`config.mk`:
```
export PLATFORM = sky130hd
export DESIGN_NAME = integrator_sequencer
export DESIGN_NICKNAME = d
export VERILOG_FILES = /design/src/rtl/integrator_sequencer.sv
export SDC_FILE = /design/constraint.sdc
export NUM_CORES = 1
export LEC_CHECK = 0
export ABC_AREA = 0
export CAP_MARGIN = 20
export CORE_MARGIN = 4
export CORE_UTILIZATION = 53
export CTS_BUF_LIST = sky130_fd_sc_hd__clkbuf_4
export DETAILED_ROUTE_END_ITERATION = 6
export GPL_ROUTABILITY_DRIVEN = 0
export PLACE_DENSITY = 0.9
export SYNTH_ARGS = -nofsm -noshare
export SYNTH_HDL_FRONTEND = slang
export SYNTH_SLANG_ARGS = --single-unit
```
`constraint.sdc`:
```
create_clock -name clk -period 6.7 [get_ports clk]
set_clock_uncertainty 0.05 [all_clocks]
set_input_delay 2.01 -clock clk [delete_from_list [all_inputs] [get_ports clk]]
set_output_delay 2.01 -clock clk [all_outputs]
set_load 0.03 [all_outputs]
```
`src/rtl/integrator_sequencer.sv`:
```
// integrator_sequencer: ce rate divider, run/drain sequencing and
// fault/saturation monitoring around one sampled datapath.
module integrator_sequencer #(
  parameter int DW      = 24,
  parameter int DIV_W   = 16,
  parameter int CNT_W   = 4,
  parameter int LAT_MAX = 8,
  parameter int SAT_LIM = 4194304
) (
  input  logic             clk,
  input  logic             rst_n,
  input  logic [DIV_W-1:0] cfg_div,
  input  logic             cmd_start,
  input  logic             cmd_stop,
  input  logic             clr_flags,
  input  logic [DW-1:0]    sig_src,
  output logic             dp_ce_in,
  output logic [DW-1:0]    dp_sig_in,
  input  logic             dp_ce_out,
  input  logic [DW-1:0]    dp_sig_out,
  output logic [DW-1:0]    result,
  output logic             result_vld,
  output logic [1:0]       state,
  output logic             busy,
  output logic             err_timeout,
  output logic             err_spur,
  output logic             sat_flag
);

  typedef enum logic [1:0] {
    IDLE  = 2'b00,
    RUN   = 2'b01,
    DRAIN = 2'b10
  } st_t;

  localparam int LAT_W = $clog2(LAT_MAX + 1);
  localparam logic [CNT_W-1:0] PEND_MAX = '1;
  localparam logic signed [DW-1:0] SAT_P = DW'(SAT_LIM);
  localparam logic signed [DW-1:0] SAT_N = DW'(-SAT_LIM);

  st_t st_q, st_d;
  logic [DIV_W-1:0] div_cnt, div_lat;
  logic [CNT_W-1:0] pend, pend_d;
  logic [LAT_W-1:0] lat_cnt;
  logic wrap, issue, accept, spur;
  logic lat_hit, sat_hit;

  assign wrap    = (st_q == RUN) && (div_cnt == div_lat);
  assign accept  = dp_ce_out && (pend != '0);
  assign spur    = dp_ce_out && (pend == '0);
  assign lat_hit = (pend != '0) && !dp_ce_out
                && (lat_cnt == LAT_W'(LAT_MAX - 1));
  assign issue   = wrap && !cmd_stop
                && (pend != PEND_MAX) && !lat_hit;
  assign sat_hit = accept
                && (($signed(dp_sig_out) >= SAT_P)
                 || ($signed(dp_sig_out) <= SAT_N));

  assign state = st_q;
  assign busy  = (st_q != IDLE) || (pend != '0);

  always_comb begin
    pend_d = pend;
    unique case (1'b1)
      lat_hit:          pend_d = '0;
      issue && !accept: pend_d = pend + 1'b1;
      accept && !issue: pend_d = pend - 1'b1;
      default:          pend_d = pend;
    endcase
  end

  always_comb begin
    st_d = st_q;
    unique case (st_q)
      IDLE:    if (cmd_start && !cmd_stop) st_d = RUN;
      RUN:     if (cmd_stop) st_d = DRAIN;
      DRAIN:   if (pend_d == '0) st_d = IDLE;
      default: st_d = IDLE;
    endcase
    if (lat_hit) st_d = IDLE;
  end

  always_ff @(posedge clk or negedge rst_n) begin
    if (!rst_n) st_q <= IDLE;
    else        st_q <= st_d;
  end

  // div_lat tracks cfg_div while idle, so RUN entry sees a fresh period
  always_ff @(posedge clk or negedge rst_n) begin
    if (!rst_n) begin
      div_cnt <= '0;
      div_lat <= '0;
    end else if (st_q == IDLE) begin
      div_cnt <= '0;
      div_lat <= cfg_div;
    end else if (issue) begin
      div_cnt <= '0;
      div_lat <= cfg_div;
    end else if (st_q == RUN && !wrap) begin
      div_cnt <= div_cnt + 1'b1;
    end
  end

  always_ff @(posedge clk or negedge rst_n) begin
    if (!rst_n) begin
      pend    <= '0;
      lat_cnt <= '0;
    end else begin
      pend <= pend_d;
      if (pend == '0 || dp_ce_out || lat_hit)
        lat_cnt <= '0;
      else
        lat_cnt <= lat_cnt + 1'b1;
    end
  end

  always_ff @(posedge clk or negedge rst_n) begin
    if (!rst_n) begin
      dp_ce_in  <= 1'b0;
      dp_sig_in <= '0;
    end else begin
      dp_ce_in <= issue;
      if (issue) dp_sig_in <= sig_src;
    end
  end

  always_ff @(posedge clk or negedge rst_n) begin
    if (!rst_n) begin
      result     <= '0;
      result_vld <= 1'b0;
    end else begin
      result_vld <= accept;
      if (accept) result <= dp_sig_out;
    end
  end

  // a set event in the same cycle as clr_flags keeps the flag
  always_ff @(posedge clk or negedge rst_n) begin
    if (!rst_n) begin
      err_timeout <= 1'b0;
      err_spur    <= 1'b0;
      sat_flag    <= 1'b0;
    end else begin
      err_timeout <= lat_hit | (err_timeout & ~clr_flags);
      err_spur    <= spur    | (err_spur    & ~clr_flags);
      sat_flag    <= sat_hit | (sat_flag    & ~clr_flags);
    end
  end

endmodule

```
==> results.toml <==
[sta]
timing.final.crit_share_pct = 77.6
worst_pin_slew_ps = 978
fin_crit_ps = 5200
setup_tns_ps = 0
drv_slew = 0
hold_violations = 0
rsz0062_at_grt = "false"
setup_viol = 0
maxSlewHeadroom_pct = 34.7
fmax_mhz = 192
whs_ps = 447

[floorplanning]
die_w_um = 99.2
io_pins = 126
die_h_um = 99.2
initial_core_util_pct = 55.8
core-area_sq_um = 7890
rows = 32
die_area_sq_um = 9830

[power_and_ir_drop]
p_int_mw = 1.26
p_leak_nw = 2.62
ir_drop_mv = 0.266
switching_power_mw = 0.747
pwr-share-seq_pct = 41.1
pwr-share-comb_pct = 39.2
p_clk_share_pct = 19.7
finalPower_mw = 2.00
swShare_pct = 37.2
power_density_nw_per_um2 = 341

[yosys]
ys_seq_elements = 95
ys_seq_area_share_pct = 54.0
synth-warning-count = 0
yosysTopAreaCell = "dfrtp_1"
syn-num-nets = 469
postSynthAreaPerCell_sq_um = 11.2
synth.top_cells.by_area = "dfrtp_1, nand2_1, mux2_2"
yosys.cell_types.count = 47
synth_top_area_share_pct = 54.0
syn_inst = 393
ys.flop_type = "dfrtp_1"
netlist_area_sq_um = 4400
synth_edf_count = 0
async_flop_share_pct = 100

[setup_path]
cp-endpoint = "pend[3]$_DFF_PN0_"
reg2reg_slack_ps = 2500
r2r_cells = 12
cp_max_fo = 27
crit_top_cell = "ha_1"
crit_slowest_cell = "nand2b_1"
max_stage_delay_ps = 770
path_delay_family = "buffers and inverters"
critPathArrivalTime_ps = 5490
end_kind = "register"
reg2reg_to = "pend[3]$_DFF_PN0_"
worstSetupStartpoint = "dp_ce_out"
cp_num_cells = 10
critPathLaunchType = "input pin"
path_buf_inv = 2
cp.required_ps = 6990
reg2reg_from = "state[0]$_DFFE_PN0P_"
path_cells = "clkdlybuf4s50_1, nand2b_1, inv_2, ha_1, ha_1, a31o_2, a22oi_1, o21a_1, o21ai_0, a22o_1"
crit_type = "input pin to register"

[cts]
hold_buffers = 0
htreeDepth = 3
cts_root_buf = "clkbuf_4"
tritoncts = "yes"
cts_buffers = 9
clock_path_buffers = 2
cts_resized = 0
clk_latency_ps = 440
cts_setup_buffers = 0
numClockSinks = 95
cts.clk_slew.worst_paths_ps = 150

[finish]
n_fill_cell = 522
drive_above_1_share_pct = 12.7
synthToLayoutAreaGrowth_pct = 33.5
nets = 590
layout_commonest_cell = "clkdlybuf4s50_1"
diodes = 0
final_cell_mix = "clkdlybuf4s50_1, dfrtp_1, nand2_1"

[global_route]
antenna_found_initial = 0
grt_max_degree = 49
grt_pass1_vias = 3697
grt_usage_pct = 22.9
grt_pass1_wl_um = 18200
gr-total-overflow = 0

[placed_design]
hpwl_um = 8050
io_buffers = 125

[detailed_routing]
viasPerCell = 5.67
drt_pass1_iterations = 4
wl_per_cell_um = 17.7
num_vias = 3522
antenna_left = 0
dr.first_iter.drc_count = 212
drc_errors = 0
wl_um = 11000

[worst_hold_path]
holdCritPathClass = "register to register"

[run_status]
status = "finished, final reports clean"

[run]
maxCapViolCount = 0
-- registers in the layout, summed over array words and instances, names as in the netlist, 2 cells and up --
register / flops
div_cnt: 16
div_lat: 16
dp_sig_in: 24
lat_cnt: 4
pend: 4
result: 24
state: 2
-- Yosys cell counts (10+ instances only) --
cell	number
mux2_2	26
mux2_4	13
nand4_1	11
nand2_1	82
o21ai_0	11
nor4_1	10
xor2_1	17
clkbuf_1	10
dfrtp_1	95
a21oi_1	18
-- layout make-up --
| cell class | instances | area [sq um] | area share [%] |
|---|---|---|---|
| inverters | 7 | 26.3 | 0.447 |
| clock inverters | 7 | 129 | 2.19 |
| clock buffers | 9 | 67.6 | 1.15 |
| well taps | 102 | 128 | 2.17 |
| repair buffers | 127 | 1270 | 21.6 |
| multi-input cells | 274 | 1880 | 32.0 |
| flip-flops and latches | 95 | 2380 | 40.4 |
-- power groups by stage --
stage	Combinational, mW	Sequential (mW)	Clock [mW]
3_3_place_gp	0.751	0.821	0
5_1_grt	0.843	0.841	0.427
3_5_place_dp	0.775	0.831	0
2_1_floorplan	0.385	0.944	0
6_report	0.785	0.824	0.396
4_1_cts	0.783	0.822	0.405
-- worst min-delay path by stage --
stage,startpoint,end,depth (start not counted)
2_1_floorplan,lat_cnt[0]$_DFF_PN0_,lat_cnt[0]$_DFF_PN0_,1
4_1_cts,result[18]$_DFFE_PN0P_,result[18]$_DFFE_PN0P_,2
5_1_grt,result[5]$_DFFE_PN0P_,result[5]$_DFFE_PN0P_,2
3_3_place_gp,result[8]$_DFFE_PN0P_,result[8]$_DFFE_PN0P_,2
6_report,result[18]$_DFFE_PN0P_,result[18]$_DFFE_PN0P_,2
3_5_place_dp,result[22]$_DFFE_PN0P_,result[22]$_DFFE_PN0P_,2
-- through the flow --
step,worst slack (ps),utilization (%),instance area (sq um),std cells
6_report,1500,74.5,5880,621
5_1_grt,1290,74.5,5880,621
4_1_cts,1560,74.3,5860,620
3_5_place_dp,1090,71.8,5670,604
3_3_place_gp,1270,71.8,5670,604
2_1_floorplan,1970,-,4400,393
-- cell families (layout without fill, tap and decap cells) --
group,count (synthesis),count (layout),share of synthesized area (%)
AO/OA/AOI/OAI,55,55,8.21
XOR/XNOR,20,20,3.98
adder cells (fa/ha/maj),6,6,1.70
buffers and inverters,24,150,3.35
flip-flops,95,95,54.0
multiplexers,40,40,11.3
AND/OR/NAND/NOR,153,153,17.4
-- worst register-to-register path, delay by kind of cell (launching register included) --
family | cells | cell delay [ps]
and+or+nand+nor | 4 | 1760
AOI/OAI and AO/OA | 5 | 980
adders and majority gates | 2 | 650
DFF | 1 | 530
buffers and inverters | 1 | 130
-- per-layer routing --
metal	global-route usage (%)	share of wire [%]	wire length (um)
met4	6.62	1.6	172
met1	28.0	39	4310
met2	41.4	55	6050
met5	0	0	0
met3	4.28	4.0	443
Note: power is estimated with default switching activity, not from simulation.
